File: src/rtl/hazard_scoreboard.sv
// Hazard scoreboard for the ARM core pipeline.
// Tracks destinations of instructions in flight after ID, decides each cycle
// whether ID may advance (freeze/bubble/flush/stall_all), and registers the
// EXE operand forwarding selects. Saturating stall/flush event counters.
module hazard_scoreboard #(
  parameter int unsigned REG_AW = 4,
  parameter int unsigned STAGES = 3,
  parameter int unsigned FWD_EN = 1,
  parameter int unsigned CNT_W  = 16,
  localparam int unsigned SEL_W = $clog2(STAGES)
) (
  input  logic              clk,
  input  logic              rst,
  input  logic              id_valid,
  input  logic [REG_AW-1:0] id_src1,
  input  logic              id_src1_en,
  input  logic [REG_AW-1:0] id_src2,
  input  logic              id_two_src,
  input  logic [REG_AW-1:0] id_dest,
  input  logic              id_wb_en,
  input  logic              id_mem_r_en,
  input  logic              branch_taken,
  input  logic              mem_ready,
  output logic              freeze,
  output logic              bubble,
  output logic              flush,
  output logic              stall_all,
  output logic [SEL_W-1:0]  fwd_sel_a,
  output logic [SEL_W-1:0]  fwd_sel_b,
  output logic [CNT_W-1:0]  stall_cnt,
  output logic [CNT_W-1:0]  flush_cnt
);

  // The WB slot writes through the write-first register file in the same
  // cycle, so it can never cause a stall or a forward; only 0..STAGES-2 are kept.
  localparam int unsigned NTRK = STAGES - 1;

  typedef struct packed {
    logic              v;
    logic              wb;
    logic [REG_AW-1:0] dest;
  } entry_t;

  entry_t [NTRK-1:0] sb_q, sb_d;
  logic              ld0_q, ld0_d;   // load flag of the EXE entry (load-use check)
  logic [SEL_W-1:0]  fwd_a_q, fwd_a_d;
  logic [SEL_W-1:0]  fwd_b_q, fwd_b_d;
  logic [CNT_W-1:0]  stall_cnt_q, stall_cnt_d;
  logic [CNT_W-1:0]  flush_cnt_q, flush_cnt_d;

  logic [NTRK-1:0]   match_a_c, match_b_c;
  logic              hazard_c;
  logic              advance_c;

  // RAW match of each enabled ID source against every tracked writer
  always_comb begin
    match_a_c = '0;
    match_b_c = '0;
    for (int unsigned i = 0; i < NTRK; i++) begin
      match_a_c[i] = id_valid & id_src1_en & sb_q[i].v & sb_q[i].wb &
                     (sb_q[i].dest == id_src1);
      match_b_c[i] = id_valid & id_two_src & sb_q[i].v & sb_q[i].wb &
                     (sb_q[i].dest == id_src2);
    end
  end

  generate
    if (FWD_EN != 0) begin : g_fwd
      // Everything forwards except a load still in EXE
      assign hazard_c = (match_a_c[0] | match_b_c[0]) & ld0_q;
    end else begin : g_nofwd
      // Without forwarding any pending writer blocks ID
      assign hazard_c = |(match_a_c | match_b_c);
    end
  endgenerate

  // Per-cycle control decision: memory wait, then branch, then hazard
  always_comb begin
    stall_all = ~mem_ready;
    freeze    = ~mem_ready;
    flush     = 1'b0;
    bubble    = 1'b0;
    advance_c = 1'b0;
    if (mem_ready) begin
      if (branch_taken) begin
        flush = 1'b1;
      end else if (hazard_c) begin
        freeze = 1'b1;
        bubble = 1'b1;
      end else begin
        advance_c = 1'b1;
      end
    end
  end

  // Next state: shift scoreboard, choose forward selects, bump counters
  always_comb begin
    sb_d        = sb_q;
    ld0_d       = ld0_q;
    fwd_a_d     = fwd_a_q;
    fwd_b_d     = fwd_b_q;
    stall_cnt_d = stall_cnt_q;
    flush_cnt_d = flush_cnt_q;
    if (mem_ready) begin
      for (int unsigned i = NTRK - 1; i > 0; i--) begin
        sb_d[i] = sb_q[i-1];
      end
      fwd_a_d = '0;
      fwd_b_d = '0;
      if (advance_c) begin
        sb_d[0].v    = id_valid;
        sb_d[0].wb   = id_wb_en;
        sb_d[0].dest = id_dest;
        ld0_d        = id_mem_r_en;
        if (FWD_EN != 0) begin
          // Scan oldest to youngest so the youngest writer wins
          for (int unsigned j = NTRK; j > 0; j--) begin
            if (match_a_c[j-1]) fwd_a_d = SEL_W'(j);
            if (match_b_c[j-1]) fwd_b_d = SEL_W'(j);
          end
        end
      end else begin
        sb_d[0] = '0;
        ld0_d   = 1'b0;
      end
      if (flush && (stall_cnt_q == stall_cnt_q) && (flush_cnt_q != '1)) begin
        flush_cnt_d = flush_cnt_q + CNT_W'(1);
      end
      if (bubble && (stall_cnt_q != '1)) begin
        stall_cnt_d = stall_cnt_q + CNT_W'(1);
      end
    end
  end

  // State registers with asynchronous active-low reset
  always_ff @(posedge clk or negedge rst) begin
    if (!rst) begin
      sb_q        <= '0;
      ld0_q       <= 1'b0;
      fwd_a_q     <= '0;
      fwd_b_q     <= '0;
      stall_cnt_q <= '0;
      flush_cnt_q <= '0;
    end else begin
      sb_q        <= sb_d;
      ld0_q       <= ld0_d;
      fwd_a_q     <= fwd_a_d;
      fwd_b_q     <= fwd_b_d;
      stall_cnt_q <= stall_cnt_d;
      flush_cnt_q <= flush_cnt_d;
    end
  end

  assign fwd_sel_a = fwd_a_q;
  assign fwd_sel_b = fwd_b_q;
  assign stall_cnt = stall_cnt_q;
  assign flush_cnt = flush_cnt_q;

endmodule

File: config.mk
export PLATFORM = sky130hd
export DESIGN_NAME = hazard_scoreboard
export DESIGN_NICKNAME = d
export VERILOG_FILES = /design/src/rtl/hazard_scoreboard.sv
export SDC_FILE = /design/constraint.sdc
export NUM_CORES = 1
export LEC_CHECK = 0
export BUFFER_PORTS_ARGS = -buffer_cell sky130_fd_sc_hd__buf_2
export CORE_UTILIZATION = 57
export DETAILED_ROUTE_END_ITERATION = 7
export PLACE_DENSITY_LB_ADDON = 0.2
export REMOVE_ABC_BUFFERS = 1
export SETUP_SLACK_MARGIN = 0.02
export SLEW_MARGIN = 20
export SYNTH_ARGS = -nofsm -noshare
export SYNTH_HDL_FRONTEND = slang
export SYNTH_SLANG_ARGS = --single-unit
File: constraint.sdc
create_clock -name clk -period 5.4 [get_ports clk]
set_input_delay 1.08 -clock clk [delete_from_list [all_inputs] [get_ports clk]]
set_output_delay 1.08 -clock clk [all_outputs]
set_load 0.1 [all_outputs]
# Yosys cells after proc, flatten, opt, wreduce, memory -nomap -nowiden

Cells that the tools add are included.

Reduce and logical (&&, ||, !) cells: 4
Equality and inequality tests: 6
Muxes and demuxes: 19
Bitwise operators: 17
Add/sub/neg operators: 2

Operators with widths:

| operator              | count |
|---|---|
| $add 16x1->16 const B | 2 |
| $ne 16x16->1 const B  | 2 |
| $eq 4x4->1            | 4 |
| $and 1x1->1           | 15 |
| $mux 1                | 12 |
| $mux 2                | 6 |
| $mux 6                | 1 |
| $reduce_and 2->1      | 2 |
| $logic_and 1x1->1     | 2 |
| $not 1->1             | 1 |
| $or 1x1->1            | 1 |

Register bits: 49
Bits of input ports: 21
Output and inout bits: 40

# Depth between registers and ports, before layout

Gate-level depths: netlist (run 1).

Depth after elaboration: 11
Gate-level depth with buffers: 6
Depth with buffers taken out: 6

# Worst setup path before layout (run 1)

OpenSTA, ideal clock, no wires.

Kind: input-to-output
From: input id_src1[1]
To: output freeze
Setup slack: 0.320 ns
Data required time: 4.320 ns
Stages on the path: 5
Arrival time: 4.000 ns
Cells stage by stage: xor2_1 and4bb_4 a32oi_4 buf_6 o21ai_0

Word-level cells in the longest chain between the ends: 7

RTL lines:

| what        | line | text |
|---|---|---|
| from (decl) | 15   | `input logic [REG_AW-1:0] id_src1,` |
| $eq 4x4->1  | 61   | `(sb_q[i].dest == id_src1);` |
| $and 1x1->1 | 60   | `match_a_c[i] = id_valid & id_src1_en & sb_q[i].v & sb_q[i].wb &` |
| $or 1x1->1  | 70   | `assign hazard_c = (match_a_c[0] \| match_b_c[0]) & ld0_q;` |
| $and 1x1->1 | 70   |  |
| $mux 1      | 87   | `end else if (hazard_c) begin` |
| $mux 1      | 85   | `if (branch_taken) begin` |
| $mux 1      | 84   | `if (mem_ready) begin` |
| to (decl)   | 24   | `output logic freeze,` |

Every way passes these cells.

# Worst setup path after layout (run 1)

From: input id_src1[0]
To: output freeze

Same word-level chain as after synthesis.

==> metrics, run 1 <==
status=finished, final reports clean; via count=~2000; unique cell type count in the Yosys netlist=43; TritonRoute pass-1 iters=4; fillers=approximately 330; Max transition margin=46.9%; Post-synth EDFFs=0; Top-Level Pins=61; Detailed Route WL=roughly 5000 um; GRT met3 Usage=between 5 and 6%; Seq/Total Area, Yosys=48.7%; initial antenna violation count=0; busiest layer in global routing=met2; die area=approximately 4700 um2; RSZ-0062 raised after global routing=false; largest net degree at the start of global routing=50; Mapped Area=roughly 2500 um2; CTS Hold Bufs=0; met2 Track Usage GR=approximately two fifths; TritonCTS Buffers=5; ANT cells=0; Layout Utilization=around 71%; DR DRC count=0; vias in the first global route=1848; top-count cell post-synth=dfrtp_1; final setup skew=0.0103 ns; Avg Inst Size Synth=approximately 11 um2; Pleak=0.00143 uW; Tcrit/Tclk final=71.2%; Async SR Flop Fraction=100%; Worst VDD drop=about 0.58 mV; Post-Synthesis Cells=between 200 and 250; Sink Count=around 50; GPL Wtd Cong=0.833; I/O Buffers=60; achievable clock frequency=~260 MHz; Crit Path Max Fanout=17; Ys Warns=0; top_reg_cell synth=dfrtp_1; post-cts resize count=0; Period minus WS final=a little under 4 ns; HP Class=flop to flop; H-tree Lvls=2; layout cells sized above 1=between 30 and 40%; Arrival @ worst endpoint=between 2 and 3 ns; GR Util met1=between 30% and 40%; CTS max path bufs=2; CP startpoint kind=input port; CTS root buffer=clkbuf_8; total congestion overflow=0; first-pass GRT wire length=around 8500 um; clock latency on the worst-skew pair=just over 0.3 ns; critical path class=input port to output pin; gr usage total=24.6%; Initial DRC Count=between 100 and 150; slew of the pin with the lowest slew margin=around 0.8 ns; Crit path required time=between 4 and 5 ns; cell taking the most area after synthesis=dfrtp_1; DR WL/cell=approximately 15 um; via/cell ratio=between 5 and 6; Synth top area share=approximately half; Post-synth top cells=dfrtp_1, xnor2_1, xor2_1; dominant cells by area after synthesis=dfrtp_1, xnor2_1, xor2_1; Fin Setup TNS=0 ns; post-DP HPWL=~3600 um; die height=68.5 um; Power Dens Cells=318 nW/um2; # nets final=slightly above 300; Die X=around 70 um; FF+latch count, synth=just under 50; CTS tree=done; post-layout total power=about 930 uW; Final Max Slew Viols=0; floorplan row count=23; CP endpoint kind=output pin; Post-CTS Repair Setup Buffers=0; Hold Vio Cnt, Final=0; Area growth syn-to-layout=16.2%; final-report setup violation count=0; Starting Density=between 60% and 70%; max_cap viols=0; Detail Route Antenna Nets=0; Clock Pin Slew Worst Setup and Hold Paths=approximately 0.09 ns; core footprint=4120 um2
## layout by cell type (no fill, tap or decap), types with 2 or more instances in the layout
cell type   n
clkbuf_8    5
dfrtp_1    49
o2bb2ai_1   2
clkinv_2    2
nor4_1      3
inv_1       5
a22o_1      6
a21oi_1     2
nand2_1    16
and4_1      4
mux2_2      9
xor2_1     21
nand4_1    12
nor4b_1     2
o21ai_0     2
nor4_2      2
and2_1      3
nor3_1     13
nand3_1    14
nor2_1     10
nor2b_1     3
buf_2      59
xnor2_1    22
ha_1        2
## layout make-up
type	count	area, um2	share of cell area (%)
Multi-Input combinational cell	167	1230	42.2
Tap cell	50	62.6	2.14
Clock buffer	6	72.6	2.48
Clock inverter	2	10.0	0.342
Sequential cell	49	1230	41.9
Inverter	5	18.8	0.641
Timing Repair Buffer	60	303	10.3
## report_power, final
part           internal [uW]  switching (uW)  total (uW)
Sequential               397            38.7         436
Clock                   90.0             120         210
Combinational           59.9             225         285
Total                    547             384         931
## final timing paths
path	startpoint	end	slack, ns	cells after the start
worst max-delay path	id_src1[0]	freeze	1.56	6
worst max register to register	sb_q[1]	sb_q[1]	3.21	5
worst min register to register	fwd_sel_b[0]	fwd_sel_b[0]	0.49	1
max in group asynchronous	rst	sb_q[1]	4.22	1
min in group asynchronous	rst	sb_q[3]	0.77	1
worst min-delay path	fwd_sel_b[0]	fwd_sel_b[0]	0.49	1
## registers in the layout, indices dropped and copies added, names as in the netlist
name	cells
stall_cnt	16
flush_cnt	16
sb_q	12
fwd_sel_a	2
ld0_q	1
fwd_sel_b	2
## metrics by stage
stage,worst slack (ns),std cells,hold WS [ns],cell area [um2]
6_report,1.56,339,0.488,2930
5_1_grt,1.52,339,0.516,2930
4_1_cts,1.58,339,0.495,2930
3_5_place_dp,1.58,331,0.473,2840
3_3_place_gp,1.61,331,0.475,2840
2_1_floorplan,0.358,221,0.481,2480
## worst max-delay path, cell delays in order
cell      delay (ns)
buf_2           0.12
xnor2_1         0.21
and4bb_4        0.30
a32oi_4         0.25
o21ai_0         0.32
buf_2           0.48
## logic make-up (layout without fill, tap and decap cells)
family	count (synthesis)	in the layout	share of synthesized area (%)
AND/OR/NAND/NOR	92	92	21.6
flip-flops	49	49	48.7
XOR/XNOR	43	43	14.9
AO/OA/AOI/OAI	20	20	7.05
buffers and inverters	11	73	2.33
multiplexers	10	10	4.42
adder cells (fa/ha/maj)	2	2	0.993
## metal layers
layer / up-vias / share of wire [%]
li1: 936 / -
met1: 940 / 46
met2: 65 / 47
met3: 12 / 5.3
met4: 0 / 1.6
met5: - / 0
No activity file was read; power rests on OpenSTA's default activity.
==> run 2, diff against run 1 <==
--- a/config.mk
+++ b/config.mk
@@ -6,7 +6,7 @@
 export NUM_CORES = 1
 export LEC_CHECK = 0
 export BUFFER_PORTS_ARGS = -buffer_cell sky130_fd_sc_hd__buf_2
-export CORE_UTILIZATION = 57
+export CORE_UTILIZATION = 48
 export DETAILED_ROUTE_END_ITERATION = 7
 export PLACE_DENSITY_LB_ADDON = 0.2
 export REMOVE_ABC_BUFFERS = 1
==> constraint.sdc (replaced) <==
create_clock -name clk -period 3.3 [get_ports clk]
set_input_delay 0.66 -clock clk [delete_from_list [all_inputs] [get_ports clk]]
set_output_delay 0.66 -clock clk [all_outputs]
set_load 0.1 [all_outputs]
==> metrics, run 2 (same netlist as run 1, synthesis figures left out) <==
Detailed Route WL=5070 um (+1.9%); Detail Route Antenna Nets=0 (unchanged); worst reg-to-reg path cell count=6 (+1); Initial DRC Count=93 (-31%); reg2reg setup slack=1.18 ns (-2.03 ns); Crit Path Max Fanout=3 (-14); initial antenna violation count=0 (unchanged); Critical R2R Capture=stall_cnt[15]; Tcrit/Tclk final=82.0%; CTS Hold Bufs=0 (unchanged); fin cells=360 (+6.2%); Clock Pin Slew Worst Setup and Hold Paths=0.09 ns (about the same); Max transition margin=58.7% (+12 points); Pleak=0.00144 uW (+0.60%); Sink Count=49 (unchanged); # nets final=313 (+0.64%); HP Class=input port to asynchronous set/reset pin; via/cell ratio=5.34 (-7.3%); Worst VDD drop=0.726 mV (+25%); ANT cells=0 (unchanged); slew of the pin with the lowest slew margin=0.619 ns (-0.175 ns); CTS root buffer=clkbuf_8; RR Startpoint=sb_q[1]; via count=1923 (-1.5%); Crit path required time=2.64 ns (-1.68 ns); clock latency on the worst-skew pair=0.30 ns (about the same); Starting Density=49.7% (-12 points); floorplan row count=26 (+13%); achievable clock frequency=approximately 370 MHz; die area=5540 um2 (+18%); DR WL/cell=14.1 um (-4.1%); Hold Vio Cnt, Final=0 (unchanged); Arrival @ worst endpoint=2.04 ns (-0.72 ns); max_cap viols=0 (unchanged); post-cts resize count=0 (unchanged); RSZ-0062 raised after global routing=false; final-report setup violation count=0 (unchanged); critical path class=input port to output pin; largest net degree at the start of global routing=50 (unchanged); TritonRoute pass-1 iters=4 (unchanged); commonest non-fill, non-tap cell in the layout=buf_2; post-layout total power=1540 uW (+65%); DR DRC count=0 (unchanged); first-pass GRT wire length=8220 um (-2.9%); post-DP HPWL=3670 um (+1.6%); Top-Level Pins=61 (unchanged); commonest non-fill, non-tap cells in the layout=buf_2, dfrtp_1, xnor2_1; Final Max Slew Viols=0 (unchanged); DP Area=2880 um2 (+1.4%); core footprint=5070 um2 (+23%); Post-CTS Repair Setup Buffers=0 (unchanged); Area growth syn-to-layout=17.9%; final setup skew=0.00561 ns (-0.00467 ns); I/O Buffers=60 (unchanged); layout cells sized above 1=30.3% (+0.24 points); TritonCTS Buffers=5 (unchanged); die height=74.5 um (+8.7%); Period minus WS final=between 2 and 3 ns; Inst Count DP=353 (+6.6%); final instance area=2970 um2 (+1.5%); Power Dens Cells=517 nW/um2 (+62%); CTS tree=done; Die X=74.5 um (+8.7%); CP startpoint kind=input port; vias in the first global route=1884 (+1.9%); CP endpoint kind=output pin; total congestion overflow=0 (unchanged); CTS max path bufs=2 (unchanged); gr usage total=19.4% (-5.3 points); H-tree Lvls=2 (unchanged); GPL Wtd Cong=0.782 (-6.1%); status=finished, final reports clean
## run 2: cell types whose count changed in the layout (fill, tap and decap cells not counted)
cell      delta
buf_4        +2
clkinv_2     -2
clkbuf_8     +1
## run 2: metrics by stage
stage / hold slack (ns) / setup slack [ns] / setup TNS [ns] / utilization [%]
6_report: 0.362 / 0.595 / 0 / 58.6
5_1_grt: 0.404 / 0.514 / 0 / 58.6
4_1_cts: 0.493 / 0.583 / 0 / 58.5
3_5_place_dp: 0.473 / 0.601 / 0 / 56.8
3_3_place_gp: 0.472 / 0.621 / 0 / 56.8
2_1_floorplan: 0.364 / -0.902 / -1.44 / -
## run 2: layout make-up
cell class                      count  area (um2)
Tap cell                           70        87.6
Inverter                            5        18.8
Fill cell                         489        2100
Clock buffer                        7        86.3
Sequential cell                    49        1230
Timing Repair Buffer               62         318
Multi-Input combinational cell    167        1230
## run 2: worst max path at each step
stage / cells past startpoint / start / endpoint
2_1_floorplan: 4 / id_src1[1] / freeze
3_3_place_gp: 6 / id_src1[1] / freeze
5_1_grt: 5 / sb_q[2] / freeze
3_5_place_dp: 6 / id_src1[1] / freeze
6_report: 6 / id_src1[1] / freeze
4_1_cts: 5 / sb_q[1] / freeze
## run 2: power by group
part	total (uW)	switching (uW)	leakage (uW)	internal, uW
sequential	714	64.0	0.000651	650
combinational	464	365	0.000744	98.7
clock	358	191	0.0000443	167
total	1540	620	0.00144	916
## run 2: critical path, cell delays in order
cell	delay, ns
buf_2	0.12
xor2_1	0.15
and4bb_4	0.37
a32oi_4	0.11
o21ai_0	0.18
buf_2	0.46
## run 2: metal layers
metal,wire [um],vias to the layer above,GRT usage (%)
li1,-,936,-
met1,2460,939,25.6
met2,2320,40,31.0
met3,211,8,4.34
met4,71,0,7.55
met5,0,-,0
==> run 3, diff against run 2 <==
--- a/config.mk
+++ b/config.mk
@@ -6,7 +6,7 @@
 export NUM_CORES = 1
 export LEC_CHECK = 0
 export BUFFER_PORTS_ARGS = -buffer_cell sky130_fd_sc_hd__buf_2
-export CORE_UTILIZATION = 48
+export CORE_UTILIZATION = 53
 export DETAILED_ROUTE_END_ITERATION = 7
 export PLACE_DENSITY_LB_ADDON = 0.2
 export REMOVE_ABC_BUFFERS = 1
==> constraint.sdc (replaced) <==
create_clock -name clk -period 2.85 [get_ports clk]
set_input_delay 0.57 -clock clk [delete_from_list [all_inputs] [get_ports clk]]
set_output_delay 0.57 -clock clk [all_outputs]
set_load 0.1 [all_outputs]
==> metrics, run 3 (same netlist as run 1, synthesis figures left out) <==
Sink Count=49 (unchanged); max_cap viols=0 (unchanged); Layout Utilization=66.5% (+8.0 points); CP endpoint kind=output pin; HP Class=input port to asynchronous set/reset pin; Crit path required time=2.28 ns (-0.36 ns); final-report setup violation count=0 (unchanged); Detailed Route WL=5110 um (+0.87%); worst slack, placed=0.362 ns (-0.238 ns); floorplan row count=24 (-7.7%); status=complete, but fails checks; DR WL/cell=14.9 um (+5.6%); setup ws final=0.295 ns (-0.300 ns); Tcrit/Tclk final=between 80% and 90%; Detail Route Antenna Nets=0 (unchanged); vias in the first global route=1845 (-2.1%); GPL Wtd Cong=0.838 (+7.2%); slew of the pin with the lowest slew margin=0.499 ns (-0.120 ns); RSZ-0062 raised after global routing=false; commonest non-fill, non-tap cell in the layout=buf_2; post-DP HPWL=3860 um (+5.0%); Top-Level Pins=61 (unchanged); H-tree Lvls=2 (unchanged); Worst VDD drop=1.01 mV (+39%); Final Max Slew Viols=0 (unchanged); Max transition margin=66.7% (+8.0 points); CTS tree=done; Post-CTS Repair Setup Buffers=0 (unchanged); RR Startpoint=sb_q[1]; via count=1942 (+0.99%); Period minus WS final=~2.6 ns; failing checks=design-rule violations; final setup skew=0.00597 ns (+0.000360 ns); first-pass GRT wire length=8670 um (+5.4%); TritonRoute pass-1 iters=7 (+3); Hold Vio Cnt, Final=0 (unchanged); Starting Density=56.3% (+6.7 points); Area growth syn-to-layout=18.1%; CTS Hold Bufs=0 (unchanged); Clock Pin Slew Worst Setup and Hold Paths=0.08 ns (about the same); TritonCTS Buffers=5 (unchanged); Pleak=0.00145 uW (+0.99%); via/cell ratio=5.65 (+5.7%); largest net degree at the start of global routing=20 (-60%); Die X=71.0 um (-4.7%); gr usage total=22.3% (+3.0 points); die height=71.0 um (-4.7%); # nets final=315 (+0.64%); initial antenna violation count=0 (unchanged); core footprint=4470 um2 (-12%); die area=5030 um2 (-9.2%); final hold slack=0.198 ns (-0.164 ns); Arrival @ worst endpoint=1.98 ns (-0.06 ns); Power Dens Cells=595 nW/um2 (+15%); layout cells sized above 1=30.8% (+0.48 points); I/O Buffers=60 (unchanged); critical path class=flop to output pin; CP startpoint kind=flop; ANT cells=0 (unchanged); achievable clock frequency=391 MHz; total congestion overflow=0 (unchanged); DR DRC count=4 (+4); post-cts resize count=0 (unchanged); CTS max path bufs=2 (unchanged); Crit Path Max Fanout=4 (+1); Worst Setup SP=sb_q[1]; clock latency on the worst-skew pair=0.30 ns (about the same); CTS root buffer=clkbuf_8; Initial DRC Count=87 (-6.5%); commonest non-fill, non-tap cells in the layout=buf_2, dfrtp_1, xnor2_1
## run 3: path summary, 6_finish.rpt
kind                       cells after the start       endpoint  slack (ns)
setup / recovery                               5         freeze        0.30
hold / removal                                 1   fwd_sel_b[1]        0.20
setup reg to reg                               6   stall_cnt[1]        0.69
hold reg to reg                                1   fwd_sel_a[0]        0.49
max in group asynchronous                      2  flush_cnt[11]        2.06
min in group clk                               2        sb_q[1]        0.48
## run 3: where the power goes
group | total, uW | internal [uW] | switching (uW)
Sequential | 823 | 753 | 70.2
Clock | 405 | 193 | 212
Combinational | 542 | 118 | 424
Total | 1770 | 1060 | 706
## run 3: cell type report
type	instances	area [um2]
sequential	49	1230
timing repair buffer	64	345
inverter	5	18.8
tap	52	65.1
clock buffer	7	86.3
fill	359	1500
multi-input combinational	167	1230
## run 3: through the flow
stage	TNS [ns]	total power [uW]	cell area, um2	cells
after global routing	0	1850	2980	344
final	0	1770	2980	344
after global placement	0	1380	2890	337
after CTS	0	1790	2980	344
after floorplan	-1.98	1260	2480	221
after detailed placement	0	1380	2890	337
## run 3: routing by layer
metal	vias to the layer above	share of wire (%)	GRT usage [%]
li1	944	-	-
met1	936	47	30.0
met2	54	46	34.9
met3	8	5.3	5.27
met4	0	1.6	9.56
met5	-	0	0
## run 3: worst max-delay path: stages (launching register included)
cell	delay (ns)
dfrtp_1	0.44
xor2_1	0.19
and4bb_4	0.37
a32oi_4	0.12
o21ai_0	0.34
buf_12	0.23
